## config.mk

```make
export PLATFORM = sky130hd
export DESIGN_NAME = ccff_chain_loader
export DESIGN_NICKNAME = d
export VERILOG_FILES = /design/src/rtl/ccff_chain_loader.sv
export SDC_FILE = /design/constraint.sdc
export NUM_CORES = 1
export LEC_CHECK = 0
export CELL_PAD_IN_SITES_DETAIL_PLACEMENT = 0
export CELL_PAD_IN_SITES_GLOBAL_PLACEMENT = 1
export CORE_MARGIN = 5
export CORE_UTILIZATION = 40
export CTS_CLUSTER_DIAMETER = 60
export CTS_CLUSTER_SIZE = 30
export DETAILED_ROUTE_END_ITERATION = 10
export GPL_TIMING_DRIVEN = 0
export PLACE_DENSITY = 0.81
export SLEW_MARGIN = 20
export SYNTH_ARGS = -nofsm -noshare
export SYNTH_HDL_FRONTEND = slang
export SYNTH_SLANG_ARGS = --single-unit
```

## constraint.sdc

```tcl
create_clock -name prog_clk -period 2.4 [get_ports prog_clk]
set_clock_uncertainty 0.2 [all_clocks]
set_input_delay 0.6 -clock prog_clk [delete_from_list [all_inputs] [get_ports prog_clk]]
set_output_delay 0.6 -clock prog_clk [all_outputs]
set_load 0.05 [all_outputs]
```

## src/rtl/ccff_chain_loader.sv

```systemverilog
// Serialises bitstream words MSB-first into a ccff chain; first bit one cycle after handshake, no bubble between words.
// Define CCFF_READBACK_EN to flush the chain and probe its length with a marker before loading.
module ccff_chain_loader #(
    parameter int CHAIN_LEN = 64,
    parameter int WORD_W    = 8
) (
    input  logic              prog_clk,
    input  logic              pReset,
    input  logic              cfg_start,
    input  logic [WORD_W-1:0] cfg_data,
    input  logic              cfg_valid,
    output logic              cfg_ready,
    output logic              ccff_head,
    output logic              ccff_shift_en,
    input  logic              ccff_tail,
    output logic              busy,
    output logic              done,
    output logic              error
);
    localparam int N_WORDS   = (CHAIN_LEN + WORD_W - 1) / WORD_W;
    localparam int LAST_BITS = ((CHAIN_LEN % WORD_W) == 0) ? WORD_W : (CHAIN_LEN % WORD_W);
    localparam int WC_W      = $clog2(N_WORDS + 1);
    localparam int BS_W      = $clog2(CHAIN_LEN + 1);
    localparam int BC_W      = $clog2(WORD_W + 1);

    localparam logic [WC_W-1:0] WC_INIT = WC_W'(N_WORDS);
    localparam logic [WC_W-1:0] WC_ONE  = WC_W'(1);
    localparam logic [BS_W-1:0] BS_LAST = BS_W'(CHAIN_LEN);
    localparam logic [BS_W-1:0] BS_ONE  = BS_W'(1);
    localparam logic [BC_W-1:0] BC_FULL = BC_W'(WORD_W - 1);
    localparam logic [BC_W-1:0] BC_TAIL = BC_W'(LAST_BITS - 1);
    localparam logic [BC_W-1:0] BC_ONE  = BC_W'(1);

`ifdef CCFF_READBACK_EN
    typedef enum logic [2:0] {ST_IDLE, ST_FLUSH, ST_PROBE, ST_LOAD, ST_ERR} state_t;
`else
    typedef enum logic [2:0] {ST_IDLE, ST_LOAD, ST_ERR} state_t;
`endif

    state_t            r_state;
    state_t            w_state_nxt;
    logic [WORD_W-1:0] r_buf;
    logic [BC_W-1:0]   r_buf_cnt;
    logic [WC_W-1:0]   r_words_left;
    logic [BS_W-1:0]   r_bits_sent;
    logic              r_head;
    logic              r_shift_en;
    logic              r_done;
    logic              w_accept;
    logic              w_last_shift;

`ifdef CCFF_READBACK_EN
    localparam int RB_W = $clog2(2 * CHAIN_LEN + 1);
    localparam logic [RB_W-1:0] RB_ONE = RB_W'(1);
    localparam logic [RB_W-1:0] RB_LEN = RB_W'(CHAIN_LEN);
    localparam logic [RB_W-1:0] RB_TMO = RB_W'(2 * CHAIN_LEN);

    logic [RB_W-1:0] r_rb_cnt;
    logic            r_error;
    logic            w_probe_ok;
    logic            w_probe_bad;

    // r_rb_cnt counts flush cycles, then cycles since the marker was driven
    assign w_probe_ok  = ccff_tail && (r_rb_cnt == RB_LEN);
    assign w_probe_bad = (ccff_tail && (r_rb_cnt != RB_LEN)) || (r_rb_cnt == RB_TMO);
    assign error       = r_error;
`else
    logic w_unused_tail;
    assign w_unused_tail = ccff_tail;
    assign error         = 1'b0;
`endif

    // r_buf_cnt counts bits still waiting behind the one currently on ccff_head
    assign cfg_ready     = (r_state == ST_LOAD) && (r_words_left != '0) && (r_buf_cnt == '0);
    assign w_accept      = cfg_ready && cfg_valid;
    assign w_last_shift  = r_shift_en && (r_bits_sent == BS_LAST);
    assign ccff_head     = r_head;
    assign ccff_shift_en = r_shift_en;
    assign done          = r_done;
    assign busy          = (r_state != ST_IDLE);

    always_ff @(posedge prog_clk) begin
        if (pReset) r_state <= ST_IDLE;
        else        r_state <= w_state_nxt;
    end

    always_comb begin
        w_state_nxt = r_state;
        case (r_state)
            ST_IDLE: begin
                if (cfg_start) begin
`ifdef CCFF_READBACK_EN
                    w_state_nxt = ST_FLUSH;
`else
                    w_state_nxt = ST_LOAD;
`endif
                end
            end
`ifdef CCFF_READBACK_EN
            ST_FLUSH: if (r_rb_cnt == RB_LEN) w_state_nxt = ST_PROBE;
            ST_PROBE: begin
                if (w_probe_ok)       w_state_nxt = ST_LOAD;
                else if (w_probe_bad) w_state_nxt = ST_ERR;
            end
`endif
            ST_LOAD: if (w_last_shift) w_state_nxt = ST_IDLE;
            default: w_state_nxt = ST_IDLE;
        endcase
    end

    always_ff @(posedge prog_clk) begin
        if (pReset) begin
            r_head       <= 1'b0;
            r_shift_en   <= 1'b0;
            r_done       <= 1'b0;
            r_buf        <= '0;
            r_buf_cnt    <= '0;
            r_words_left <= '0;
            r_bits_sent  <= '0;
`ifdef CCFF_READBACK_EN
            r_rb_cnt     <= '0;
            r_error      <= 1'b0;
`endif
        end else begin
            r_done     <= 1'b0;
            r_shift_en <= 1'b0;
            case (r_state)
                ST_IDLE: begin
                    if (cfg_start) begin
                        r_words_left <= WC_INIT;
                        r_bits_sent  <= '0;
                        r_buf_cnt    <= '0;
`ifdef CCFF_READBACK_EN
                        r_error      <= 1'b0;
                        r_rb_cnt     <= RB_ONE;
                        r_head       <= 1'b0;
                        r_shift_en   <= 1'b1;
`endif
                    end
                end
`ifdef CCFF_READBACK_EN
                ST_FLUSH: begin
                    r_shift_en <= 1'b1;
                    if (r_rb_cnt == RB_LEN) begin
                        r_head   <= 1'b1;
                        r_rb_cnt <= '0;
                    end else begin
                        r_head   <= 1'b0;
                        r_rb_cnt <= r_rb_cnt + RB_ONE;
                    end
                end
                ST_PROBE: begin
                    if (w_probe_bad && !w_probe_ok) begin
                        r_error <= 1'b1;
                    end else if (!w_probe_ok) begin
                        r_shift_en <= 1'b1;
                        r_head     <= 1'b0;
                        r_rb_cnt   <= r_rb_cnt + RB_ONE;
                    end
                end
`endif
                ST_LOAD: begin
                    if (w_last_shift) begin
                        r_done <= 1'b1;
                    end else if (r_buf_cnt != '0) begin
                        r_head      <= r_buf[WORD_W-1];
                        r_buf       <= r_buf << 1;
                        r_buf_cnt   <= r_buf_cnt - BC_ONE;
                        r_bits_sent <= r_bits_sent + BS_ONE;
                        r_shift_en  <= 1'b1;
                    end else if (w_accept) begin
                        // the final word keeps only its upper LAST_BITS bits
                        r_head       <= cfg_data[WORD_W-1];
                        r_buf        <= cfg_data << 1;
                        r_buf_cnt    <= (r_words_left == WC_ONE) ? BC_TAIL : BC_FULL;
                        r_words_left <= r_words_left - WC_ONE;
                        r_bits_sent  <= r_bits_sent + BS_ONE;
                        r_shift_en   <= 1'b1;
                    end
                end
                default: ;
            endcase
        end
    end
endmodule

```

### Word-level counts from Yosys, hierarchy flattened

Index checks and enable logic that the tools add are counted.

* reductions and logical operators: 17
* muxes and demuxes: 25
* bitwise operators: 2
* equality and inequality tests: 8
* $add $sub $neg: 3

Operator list (number)
* 4-bit 2-to-1 mux: 8
* 7-bit 2-to-1 mux: 4
* 8-bit 2-to-1 mux: 2
* 4-bit one-hot mux with 2 select lines: 2
* 7-bit one-hot mux with 2 select lines: 1
* 2-bit inequality test, second input constant: 5
* 4-bit nonzero test: 2
* 4-bit by 1-bit subtractor with 4-bit output, second input constant: 2
* 7-bit by 1-bit adder with 7-bit output, second input constant: 1
* 7-bit equality test, second input constant: 1
* 3-bit 2-to-1 mux: 2
* 3-bit one-hot mux with 2 select lines: 1
* 1-bit 2-to-1 mux: 5
* 5-bit AND reduction: 1
* 1-bit logical AND: 4
* 4-bit logical NOT: 1
* 4-bit AND reduction: 1
* 2-bit nonzero test: 2
* 3-bit by 1-bit equality test with 1-bit output, second input constant: 1
* 3-bit logical NOT: 1
* 3-bit by 2-bit inequality test with 1-bit output, second input constant: 1
* 3-bit AND reduction: 1
* 3-bit nonzero test: 1
* 3-bit OR reduction: 1
* other kinds (3): 4

* register bits after elaboration: 29
* output and inout port bits: 6
* word-level logic and storage cells: 63
* input bits: 13

### Longest topological paths before layout

* depth in word-level cells: 8
* gate-level depth with buffers: 7
* mapped depth without buffers: 6

### Least setup slack after synthesis

Ideal clock, no wire load.

* path kind: reg-to-output
* start: register r_buf_cnt[0]
* end: output cfg_ready
* data arrival time: 1.477 ns
* path slack: 0.123 ns
* stages on the path, launching flop included: 6
* path buffers: 1
* required time: 1.600 ns
* path through: dfxtp_1 -> inv_1 -> ha_1 -> nor3b_2 -> buf_2 -> and3_1

* cells in the longest elaborated chain, start to end: 2

Ends and longest elaborated chain
* start: declaration: RTL line 43 `logic [BC_W-1:0] r_buf_cnt;`
* start signal: assignment: RTL line 168 `r_buf_cnt <= r_buf_cnt - BC_ONE;`
* start signal: assignment: RTL line 175 `r_buf_cnt <= (r_words_left == WC_ONE) ? BC_TAIL : BC_FULL;`
* 4-bit logical NOT: RTL line 74 `assign cfg_ready = (r_state == ST_LOAD) && (r_words_left != '0) && (r_buf_cnt == '0);`
* 1-bit logical AND: RTL line 74
* end: declaration: RTL line 12 `output logic cfg_ready,`

No other way between the ends.

### Worst setup path in the final report

* start: register r_words_left[1]
* end: output cfg_ready

* cells in the longest elaborated chain, start to end: 3

Ends and longest elaborated chain
* start: declaration: RTL line 44 `logic [WC_W-1:0] r_words_left;`
* start signal: assignment: RTL line 176 `r_words_left <= r_words_left - WC_ONE;`
* 4-bit nonzero test: RTL line 74
* 1-bit logical AND (2 in a row): RTL line 74

No other way between the ends.

==> insert_results.sql <==
INSERT INTO impl_metrics (metric_group, metric, value, unit) VALUES
('routing', 'wl_met1', '1693', 'µm'),
('routing', 'top_layer', 'met4', ''),
('run_status', 'status', 'complete, no violations', ''),
('placement', 'numPortBuffers', '15', ''),
('layout', 'final_cell_mix', '22 x dfxtp_1, 15 x a21oi_1, 13 x clkdlybuf4s50_1', ''),
('sta', 'grt_setup_unrepaired', 'yes', ''),
('routing', 'met3_length', '102', 'µm'),
('routing', 'routed-wl-met2', '1734', 'µm'),
('floorplanning', 'coreArea', '0.003363', 'mm²'),
('clock_network', 'root_buf_cell', 'clkbuf_4', ''),
('worst_setup_path', 'worst_r2r_path_depth', '9', ''),
('sta', 'final_min_period_over_clock_period', '0.9892', ''),
('worst_setup_path', 'cp.buffers_inverters', '2', ''),
('worst_hold_path', 'whs_path_depth', '2', ''),
('routing', 'residual_drc', '0', ''),
('sta', 'final-hold-violation-count', '0', ''),
('pwr', 'cellPowerDensity', '569.8', 'mW/mm²'),
('grt', 'grt_pass1_vias', '1214', ''),
('synthesis', 'synth.largest_area_cell', 'dfxtp_1', ''),
('grt', 'track_usage', '0.1501', ''),
('worst_setup_path', 'critical_path.startpoint_type', 'register', ''),
('floorplanning', 'die-width', '69.11', 'µm'),
('floorplanning', 'initial_utilization', '0.4156', ''),
('synthesis', 'synthesis.nets', '174', ''),
('layout', 'layout-drive-gt1-share', '0.1923', ''),
('routing', 'remaining_antenna_violation_count', '0', ''),
('placement', 'gp_congestion', '0.8252', ''),
('synthesis', 'post_synth_num_cell_types', '43', ''),
('clock_network', 'clock_tree.htree_level_count', '1', ''),
('synthesis', 'syn-mean-instance-area', '8.959', 'µm²'),
('worst_hold_path', 'timing.hold.worst.start', 'r_buf_cnt[1]', ''),
('worst_setup_path', 'worst_ep_arrival_time', '1.57', 'ns'),
('layout', 'layout.nets', '202', ''),
('worst_setup_path', 'worstSetupPathType', 'reg2out', ''),
('clock_network', 'clkTransAtPathRegs', '0.13', 'ns'),
('layout', 'area_delta_synth_final', '24.44', '%'),
('sta', 'final_period_minus_worst_setup_slack', '2.374', 'ns'),
('grt', 'grt_start_max_net_pins', '14', ''),
('routing', 'detailroute.via_count', '1314', ''),
('clock_network', 'cts_max_path_buffers', '2', ''),
('synthesis', 'yosys-top-cells-area', 'dfxtp_1 37%, mux2i_1 5.7%, a21oi_1 5.4%, ha_1 4.5%, nand3_1 3.9%', ''),
('grt', 'global_route.overflow_total', '0', ''),
('worst_setup_path', 'critPathMaxStageDelay', '0.37', 'ns'),
('sta', 'relSlewSlack', '0.6609', ''),
('sta', 'report.final.setup_viol', '0', ''),
('grt', 'initial_antenna_violation_count', '0', ''),
('sta', 'achievable-frequency', '421.2', 'MHz'),
('sta', 'final_count_of_pins_violating_max_slew', '0', ''),
('worst_setup_path', 'cp_cell_sequence', 'inv_2, ha_4, or3b_4, and3_4, buf_8', ''),
('synthesis', 'synthDominantCellAreaShare', '0.3724', ''),
('synthesis', 'ys_seq_elements', '26', ''),
('clock_network', 'numClockSinks', '26', ''),
('worst_setup_path', 'crit_path_end_kind', 'output port', ''),
('layout', 'number_of_antenna_diodes', '0', ''),
('synthesis', 'synthCells', '156', ''),
('worst_setup_path', 'cpMaxStageDelayCell', 'or3b_4', ''),
('worst_setup_path', 'worst_r2r_setup_slack', '0.07', 'ns'),
('synthesis', 'yosys_warnings', '0', ''),
('sta', 'fin_worst_hold_slack', '0.3056', 'ns'),
('floorplanning', 'floorplan.rows', '21', ''),
('routing', 'detail_routed_via_count_per_cell', '5.763', ''),
('routing', 'routed_length_per_instance', '15.73', 'µm'),
('worst_hold_path', 'min-delay-path-class', 'reg2reg', ''),
('sta', 'tightest_slew', '0.5087', 'ns'),
('floorplanning', 'die_h', '69.11', 'µm'),
('routing', 'detail_route.iter0.violations', '128', ''),
('synthesis', 'part_of_the_yosys_area_used_for_sequential_elements', '0.3724', ''),
('worst_setup_path', 'cp_data_required_time', '1.60', 'ns'),
('worst_setup_path', 'crit_family', 'simple AND/OR/NAND/NOR gates', ''),
('worst_hold_path', 'min_delay_worst_endpoint', 'r_buf_cnt[1]', ''),
('clock_network', 'tritoncts.num_buffers', '3', '');
worst max path at each step:
stage,start,endpoint,slack (ns)
final,r_words_left[1],cfg_ready,0.03
after detailed placement,r_buf_cnt[0],cfg_ready,-0.53
after CTS,r_words_left[0],cfg_ready,-0.1
after global placement,r_buf_cnt[0],cfg_ready,-0.52
after floorplan,r_buf_cnt[0],cfg_ready,0.12
after global routing,r_words_left[0],cfg_ready,-0.03
Yosys cell counts, drive strengths merged:
master / number
dfxtp: 26
a21oi: 15
nand3: 11
inv: 9
mux2i: 8
a211oi: 7
buf: 7
o211ai: 7
or4: 6
a31oi: 5
clkbuf: 5
ha: 5
nand4: 5
or3: 4
and3: 3
nand2: 3
nor3: 3
o2111ai: 3
o21ai: 3
nor2: 2
o41ai: 2
or2: 2
or3b: 2
a21bo: 1
a21boi: 1
a311o: 1
a31o: 1
conb: 1
nand2b: 1
nand3b: 1
nand4b: 1
nand4bb: 1
nor2b: 1
nor3b: 1
o21a: 1
o31ai: 1
report_power, final:
part           internal (mW)  switching (mW)
clock network         0.0588           0.128
logic                  0.143           0.185
registers              0.456          0.0194
sequential cells by signal, summed over array words and instances, names as in the netlist:
signal,count
r_buf_cnt,4
r_words_left,4
r_bits_sent,7
ccff_shift_en,1
r_state,1
ccff_head,1
done,1
r_buf,7
cells by family after synthesis:
logic type,share of synthesized area
mux,0.05730
other cells,0.002683
flops,0.3724
simple gates,0.2122
compound gates,0.2408
fa+ha+maj,0.04476
buf+inv,0.06982
metrics by stage:
step / utilization / std cells / cell area, µm² / worst slack (ns) / setup TNS (ns)
after floorplan: - / 156 / 1398 / 0.1234 / 0
after global placement: 0.4773 / 217 / 1605 / -0.5229 / -0.7762
after detailed placement: 0.4773 / 217 / 1605 / -0.5281 / -1.137
after CTS: 0.4911 / 221 / 1652 / -0.09600 / -0.09600
after global routing: 0.5171 / 228 / 1739 / -0.02996 / -0.02996
final: 0.5171 / 228 / 1739 / 0.02603 / 0
area by class of cell:
| class | count | area [µm²] |
|---|---|---|
| buffer | 12 | 70.07 |
| clock buffer | 3 | 22.52 |
| fill | 336 | 1624 |
| inverter | 9 | 33.78 |
| multi-input combinational | 109 | 815.8 |
| sequential | 26 | 525.5 |
| tap | 46 | 57.56 |
| timing repair buffer | 23 | 214.0 |
routing by layer:
| layer | GRT usage | vias up |
|---|---|---|
| met2 | 0.2426 | 20 |
| met5 | 0 | - |
| met1 | 0.2002 | 636 |
| met4 | 0.04338 | 0 |
| li1 | - | 654 |
| met3 | 0.03198 | 4 |
worst reg2reg max path, cell delays in order (launching register included):
cell and delay (ns):
dfxtp_2 0.35, inv_2 0.07, ha_4 0.12, or3b_4 0.37
buf_4 0.14, buf_4 0.14, a21bo_2 0.26, buf_1 0.27
a21oi_1 0.21, a211oi_1 0.07
timing repair:
item,4_1_cts,5_1_grt
resized for setup,13,10
setup endpoints to repair,2,1
buffers inserted,1,7
hold buffers,0,0
pin swaps,0,2
No activity file was read; power rests on OpenSTA's default activity.
